`src/rtl/fifo_pkg.sv`:
```
// Shared constants and helpers for the parametrised FIFO (fifo_param, fifo_mem).
package fifo_pkg;

  localparam int DEFAULT_DATA_WIDTH = 10;
  localparam int DEFAULT_ADDR_WIDTH = 3;

  // Accepted-operation encoding: {push_ok, pop_ok}
  typedef enum logic [1:0] {
    OP_IDLE = 2'b00,
    OP_POP  = 2'b01,
    OP_PUSH = 2'b10,
    OP_BOTH = 2'b11
  } fifo_op_e;

  function automatic int depth_of(input int addr_width);
    return 1 << addr_width;
  endfunction

  // Occupancy and thresholds need one extra bit to represent DEPTH itself
  function automatic int count_width(input int addr_width);
    return addr_width + 1;
  endfunction

endpackage

```
`src/rtl/fifo_mem.sv`:
```
// Dual-port register array: synchronous write, asynchronous read, no reset.
module fifo_mem #(
  parameter int DATA_WIDTH = fifo_pkg::DEFAULT_DATA_WIDTH,
  parameter int ADDR_WIDTH = fifo_pkg::DEFAULT_ADDR_WIDTH
) (
  input  logic                  clk,
  input  logic                  we,
  input  logic [ADDR_WIDTH-1:0] waddr,
  input  logic [DATA_WIDTH-1:0] wdata,
  input  logic [ADDR_WIDTH-1:0] raddr,
  output logic [DATA_WIDTH-1:0] rdata
);

  logic [DATA_WIDTH-1:0] mem [2**ADDR_WIDTH];

  always_ff @(posedge clk) begin
    if (we) begin
      mem[waddr] <= wdata;
    end
  end

  assign rdata = mem[raddr];

endmodule

```
`src/rtl/fifo_param.sv`:
```
// Parametrised synchronous FIFO with thresholds, occupancy count and registered read.
// Optional sticky overflow/underflow flags are built when FIFO_ERR_EN is defined.
module fifo_param
  import fifo_pkg::*;
#(
  parameter int DATA_WIDTH = DEFAULT_DATA_WIDTH,
  parameter int ADDR_WIDTH = DEFAULT_ADDR_WIDTH
) (
  input  logic                  clk,
  input  logic                  reset,
  input  logic                  push,
  input  logic                  pop,
  input  logic [DATA_WIDTH-1:0] data_in,
  input  logic [ADDR_WIDTH:0]   alto,
  input  logic [ADDR_WIDTH:0]   bajo,
  output logic [DATA_WIDTH-1:0] data_out,
  output logic                  valid_out,
  output logic [ADDR_WIDTH:0]   count,
  output logic                  full,
  output logic                  empty,
  output logic                  almost_full,
  output logic                  almost_empty,
  output logic                  overflow_err,
  output logic                  underflow_err
);

  localparam int DEPTH = depth_of(ADDR_WIDTH);
  localparam int CW    = count_width(ADDR_WIDTH);

  logic [ADDR_WIDTH-1:0] wr_ptr_reg, rd_ptr_reg;
  logic [CW-1:0]         count_reg, count_next;
  logic [DATA_WIDTH-1:0] data_out_reg;
  logic                  valid_reg;
  logic [DATA_WIDTH-1:0] mem_rdata;
  logic                  push_ok, pop_ok;
  fifo_op_e              op;

  // A push into a full FIFO is still accepted when a pop frees a slot the same cycle
  assign pop_ok  = pop && (count_reg != '0);
  assign push_ok = push && ((count_reg != CW'(DEPTH)) || pop_ok);
  assign op      = fifo_op_e'({push_ok, pop_ok});

  always_comb begin
    count_next = count_reg;
    case (op)
      OP_PUSH: count_next = count_reg + CW'(1);
      OP_POP:  count_next = count_reg - CW'(1);
      default: count_next = count_reg;
    endcase
  end

  fifo_mem #(
    .DATA_WIDTH(DATA_WIDTH),
    .ADDR_WIDTH(ADDR_WIDTH)
  ) u_mem (
    .clk   (clk),
    .we    (push_ok),
    .waddr (wr_ptr_reg),
    .wdata (data_in),
    .raddr (rd_ptr_reg),
    .rdata (mem_rdata)
  );

  always_ff @(posedge clk or negedge reset) begin
    if (!reset) begin
      wr_ptr_reg   <= '0;
      rd_ptr_reg   <= '0;
      count_reg    <= '0;
      data_out_reg <= '0;
      valid_reg    <= 1'b0;
    end else begin
      count_reg <= count_next;
      valid_reg <= pop_ok;
      if (push_ok) begin
        wr_ptr_reg <= wr_ptr_reg + ADDR_WIDTH'(1);
      end
      if (pop_ok) begin
        rd_ptr_reg   <= rd_ptr_reg + ADDR_WIDTH'(1);
        data_out_reg <= mem_rdata;
      end
    end
  end

  assign data_out     = data_out_reg;
  assign valid_out    = valid_reg;
  assign count        = count_reg;
  assign full         = (count_reg == CW'(DEPTH));
  assign empty        = (count_reg == '0);
  assign almost_full  = (count_reg >= alto);
  assign almost_empty = (count_reg <= bajo);

`ifdef FIFO_ERR_EN
  logic overflow_reg, underflow_reg;

  always_ff @(posedge clk or negedge reset) begin
    if (!reset) begin
      overflow_reg  <= 1'b0;
      underflow_reg <= 1'b0;
    end else begin
      if (push && !push_ok) overflow_reg  <= 1'b1;
      if (pop && !pop_ok)   underflow_reg <= 1'b1;
    end
  end

  assign overflow_err  = overflow_reg;
  assign underflow_err = underflow_reg;
`else
  assign overflow_err  = 1'b0;
  assign underflow_err = 1'b0;
`endif

endmodule

```
`config.mk`:
```
export PLATFORM = sky130hd
export DESIGN_NAME = fifo_param
export DESIGN_NICKNAME = d
export VERILOG_FILES = /design/src/rtl/fifo_pkg.sv /design/src/rtl/fifo_mem.sv /design/src/rtl/fifo_param.sv
export SDC_FILE = /design/constraint.sdc
export NUM_CORES = 1
export LEC_CHECK = 0
export BUFFER_PORTS_ARGS = -buffer_cell sky130_fd_sc_hd__buf_2
export CORE_ASPECT_RATIO = 0.8
export CORE_MARGIN = 2
export CORE_UTILIZATION = 50
export CTS_BUF_LIST = sky130_fd_sc_hd__clkbuf_4
export DETAILED_ROUTE_END_ITERATION = 8
export GPL_TIMING_DRIVEN = 0
export HOLD_SLACK_MARGIN = 0.02
export MAX_ROUTING_LAYER = met4
export PLACE_DENSITY = 0.72
export SETUP_SLACK_MARGIN = 0.02
export SLEW_MARGIN = 30
export SYNTH_ARGS = -nofsm -noshare
export SYNTH_HDL_FRONTEND = slang
export SYNTH_SLANG_ARGS = --single-unit
```
`constraint.sdc`:
```
create_clock -name clk -period 2.3 [get_ports clk]
set_input_delay 0.46 -clock clk [delete_from_list [all_inputs] [get_ports clk]]
set_output_delay 0.46 -clock clk [all_outputs]
set_load 0.02 [all_outputs]
```
* Yosys cells after proc, flatten, opt, wreduce, memory -nomap -nowiden
Memory sizes are Yosys's and may differ from the RTL's. A register that Yosys moved wholly into a read port is not among the register bits.
Cells that the tools add are included.
** Operators by class
- Add/sub/neg operators :: 4
- Order comparisons :: 2
- Equality and inequality tests :: 4
- Muxes and demuxes :: 3
- Reduce and logical (&&, ||, !) cells :: 7
** Operators with widths (count)
- $pmux W4 S2 :: 1
- $add A3 B1 Y3 const B :: 2
- $add A4 B1 Y4 const B :: 1
- $eq A4 B4 Y1 const B :: 1
- $ge A4 B4 Y1 :: 1
- $le A4 B4 Y1 :: 1
- $logic_not A4 Y1 :: 1
- $ne A4 B4 Y1 const B :: 1
- $reduce_bool A4 Y1 :: 1
- $sub A4 B1 Y4 const B :: 1
- $eq A2 B1 Y1 const B :: 1
- $eq A2 B2 Y1 const B :: 1
- $logic_and A1 B1 Y1 :: 2
- $mux W1 :: 2
- $reduce_bool A2 Y1 :: 1
- $logic_not A1 Y1 :: 1
- $logic_or A1 B1 Y1 :: 1
** Storage, ports and cells
- Flip-flop bits (word level) :: 11
- RAM bits :: 80
- Output and inout bits :: 21
- Memories kept :: 1
** Memory list
- u_mem.mem :: words 8, width 10, read ports 1, clocked after Yosys merged registers in 1, wr ports 1, RTL line fifo_mem.sv:14 : logic [DATA_WIDTH-1:0] mem [2**ADDR_WIDTH];

* Depth between registers and ports, before layout
- Word-level depth :: 6
- Gate-level depth with buffers :: 8
- Mapped depth without buffers :: 8

* Hierarchy
From an unflattened synthesis, not the netlist that was laid out.
** Second synthesis, totals
- Cells, all modules :: 253
- Area total of the unflattened synthesis :: 4380.5 µm²
** Modules (own cells, without submodules)
- fifo_mem :: instances 1, cells each 128, area an instance 3133.0 µm²
- fifo_param :: instances 1, cells each 125, area an instance 1247.4 µm²

* Worst setup path before layout
OpenSTA, ideal clock, no wires.
- Path type :: reg-to-reg
- From :: register count_reg[1] (netlist: count[1])
- To :: memory u_mem.mem[0][0] (netlist bit), enable pin
- Arrival time :: 1996 ps
- Setup slack :: -100 ps
- Stages on the path, launching flop included :: 5
- Buffers on the path :: 1
- Period minus slack after synthesis :: 2400 ps
- Cells stage by stage :: dfrtp_1 -> or3_1 -> buf_6 -> o21ai_1 -> nor4_1
** Between the ends
- Word-level cells in the longest chain between the ends :: 6
- Elaborated cells between the ends (all ways) :: 7
** Ends and longest elaborated chain
- start, declared :: RTL line fifo_param.sv:31 : logic [CW-1:0] count_reg, count_next;
- start signal, assigned :: RTL line fifo_param.sv:72 : count_reg <= count_next;
- $reduce_bool A4 Y1 :: RTL line fifo_param.sv:39 : assign pop_ok = pop && (count_reg != '0);
- $logic_and A1 B1 Y1 :: RTL line fifo_param.sv:39
- $logic_or A1 B1 Y1 * :: RTL line fifo_param.sv:40 : assign push_ok = push && ((count_reg != CW'(DEPTH)) || pop_ok);
- $logic_and A1 B1 Y1 * :: RTL line fifo_param.sv:40
- $mux W1 * :: RTL line fifo_mem.sv:17 : if (we) begin
- $mux W1 (implied by the code) * :: RTL line fifo_mem.sv:18 : mem[waddr] <= wdata;
- end, declared :: RTL line fifo_mem.sv:14
Every way passes the cells marked *; elsewhere a longest branch is shown, timed or not.

* Final worst setup path
- From :: register count_reg[1] (netlist: count[1])
- To :: output almost_empty
** Between the ends
- Word-level cells in the longest chain between the ends :: 1
** Ends and longest elaborated chain
- $le A4 B4 Y1 :: RTL line fifo_param.sv:90 : assign almost_empty = (count_reg <= bajo);
- end, declared :: RTL line fifo_param.sv:22 : output logic almost_empty,
No other way between the ends.

==> flow_metrics.env <==
export IMPL_antenna_found_initial=0
export IMPL_cts_num_sinks=101
export IMPL_syn_to_final_growth_pct=18.21
export IMPL_cts_root_buffer="clkbuf_4"
export IMPL_pwr_density_cell_mw_per_mm2=1207
export IMPL_whs_ps=277.6
export IMPL_cp_end_kind="output port"
export IMPL_yosysTopAreaCell="edfxtp_1"
export IMPL_drv_slew=0
export IMPL_fmax_mhz=432.7
export IMPL_slew_headroom=0.4063
export IMPL_hold_viol=0
export IMPL_worstSkewPairLatency_ps=440
export IMPL_async_reset_ff_frac=0.2079
export IMPL_clkSlewWorstSetupHoldPaths_ps=150
export IMPL_via_per_inst=5.423
export IMPL_finalPower_mw=6.118
export IMPL_port_buffers=40
export IMPL_setup_viol=2
export IMPL_cp_max_fo=3
export IMPL_avgRoutedWirePerCell_um=18.31
export IMPL_fp_dieW_um=107.5
export IMPL_drive_gt1_frac=0.3458
export IMPL_io_pins=43
export IMPL_yosysTopAreaCellShare=0.5603
export IMPL_avgSynthCellArea_sq_um=15.48
export IMPL_crit_required_ps=1840
export IMPL_grt_pass1_wl_um=12760
export IMPL_fin_crit_sh=1.005
export IMPL_ys_top_cells_by_count="edfxtp_1, nand2_1, dfrtp_1, mux2i_1, mux2_2"
export IMPL_synth_warnings=0
export IMPL_rsz0062_at_grt="true"
export IMPL_critical_path_class="reg2out"
export IMPL_violations="setup timing"
export IMPL_worst_endpoint_arrival_ps=1850
export IMPL_coreArea_sq_mm=0.008408
export IMPL_peakVddDrop_uv=557.2
export IMPL_routed_wl_um=8405
export IMPL_synth_edf_count=80
export IMPL_vias=2489
export IMPL_fin_setup_tns_ps=-13.93
export IMPL_final_cells=459
export IMPL_post_dp_hpwl_um=5632
export IMPL_worst_slew_pin_slew_ps=887.2
export IMPL_ant_nets=0
export IMPL_synth_flop_cell="edfxtp_1"
export IMPL_synth_most_common_cell="edfxtp_1"
export IMPL_synth_cells=277
export IMPL_clock_skew_ps=24.31
export IMPL_largest_register_ffs=80
export IMPL_grt_max_degree=22
export IMPL_start_util=0.5100
export IMPL_gr_total_overflow=0
export IMPL_yosysUniqueCellTypes=37
export IMPL_cts_tree="built"
export IMPL_dp_cells=434
export IMPL_numCtsBuffers=9
export IMPL_period_minus_slack_ps=2311
export IMPL_seq_area_frac_synth=0.6828
export IMPL_ctsLongestPathBuffers=2
export IMPL_grt_use_total=0.1958
export IMPL_worst_setup_path_start_kind="flop"
export IMPL_netlist_top_cells_area="edfxtp_1, dfrtp_1, mux2_2"
export IMPL_diodes=0
export IMPL_syn_cell_area_sq_mm=0.004288
export IMPL_worst_slack_ps=-11.29
export IMPL_post_route_util=0.6028
export IMPL_grt_pass1_vias=2399
export IMPL_firstDrtPassIters=4
export IMPL_cts_htree_levels=3
export IMPL_hp_class="in2reg"
export IMPL_cap_viol_max_count=0
export IMPL_fp_dieH_um=86.83
export IMPL_gp_congestion=0.7602
export IMPL_ys_ff_latch=101
export IMPL_post_route_drc_count=0
export IMPL_drt_iter0_drc=158
export IMPL_dieArea_sq_mm=0.009337
export IMPL_nets=377
export IMPL_leakage_nw=1.952
export IMPL_status="finished, violations left"
export IMPL_rows=30
==> what timing repair did <==
item | 4_1_cts | 5_1_grt
pin swaps | 3 | 3
gates cloned | 0 | 0
gates resized for setup | 13 | 21
endpoints found under the setup margin | 40 | 53
endpoints found under the hold margin | 21 | 0
setup buffers | 4 | 5
hold buffers | 1 | 0
==> worst max-delay path, cell delays in order (launching register included) <==
cell,delay (ps)
dfrtp_2,470
ha_4,220
nor2b_4,120
o21a_1,150
o21a_1,160
o21ai_1,140
buf_4,160
==> where the power goes <==
group	switching [mW]	leakage, nW	internal (mW)	total, mW
logic	1.42	0.907	1.18	2.60
clock network	0.538	0.0729	0.335	0.873
registers	0.275	0.973	2.37	2.65
==> per-stage QoR <==
| stage | worst slack [ps] | cell area (sq um) |
|---|---|---|
| floorplan | 51.66 | 4298 |
| global placement | -532.8 | 4638 |
| detailed placement | -329.7 | 4711 |
| CTS | -148.3 | 4931 |
| global route | -119.9 | 5069 |
| finish | -11.29 | 5069 |
==> layout by cell type (no fill, tap or decap), drive strengths merged, types with 10 or more instances in the layout <==
cell type / netlist / final
edfxtp: 80 / 80
buf: 10 / 62
nand2: 22 / 22
mux2i: 21 / 21
mux2: 21 / 21
dfrtp: 21 / 21
o21ai: 12 / 12
clkbuf: 2 / 12
ha: 12 / 12
inv: 11 / 11
o22ai: 10 / 10
a221o: 10 / 10
==> per-layer routing <==
layer  part of all wire  GRT usage
met1               0.42     0.2412
met2               0.50     0.3230
met3              0.066    0.05489
met4             0.0057    0.05012
met5                  0          -
==> final cells by class <==
class                      count  area [sq um]
fill                         670          3339
clock buffer                  10         75.07
timing repair buffer          54         347.8
inverter                      11         43.79
tap                          112         140.1
multi-input combinational    154          1406
buffer                        11         68.82
clock inverter                 6         55.05
sequential                   101          2932
==> path summary, 6_finish.rpt <==
check | from | endpoint | slack [ps] | depth (start not counted)
setup / recovery | count[1]$_DFFE_PN0P_ | almost_empty | -10 | 6
hold / removal | data_in[7] | u_mem.mem[6][7]$_DFFE_PP_ | 280 | 1
setup reg to reg | count[1]$_DFFE_PN0P_ | u_mem.mem[4][8]$_DFFE_PP_ | 50 | 7
hold reg to reg | data_out[2]$_DFFE_PN0N_ | data_out[2]$_DFFE_PN0N_ | 500 | 2
max in group asynchronous | reset | count[2]$_DFFE_PN0P_ | 1430 | 2
min in group asynchronous | reset | rd_ptr_reg[1]$_DFFE_PN0N_ | 510 | 2
==> kinds of logic after synthesis <==
| group | synth area share |
|---|---|
| AOI/OAI and AO/OA | 0.07879 |
| xor gates and xnor gates | 0.01634 |
| adders and majority gates | 0.03968 |
| buffers and inverters | 0.02831 |
| DFF | 0.6828 |
| muxes | 0.1050 |
| other | 0.0008746 |
| and+or+nand+nor | 0.04815 |
(Power assumes the default switching activity.)
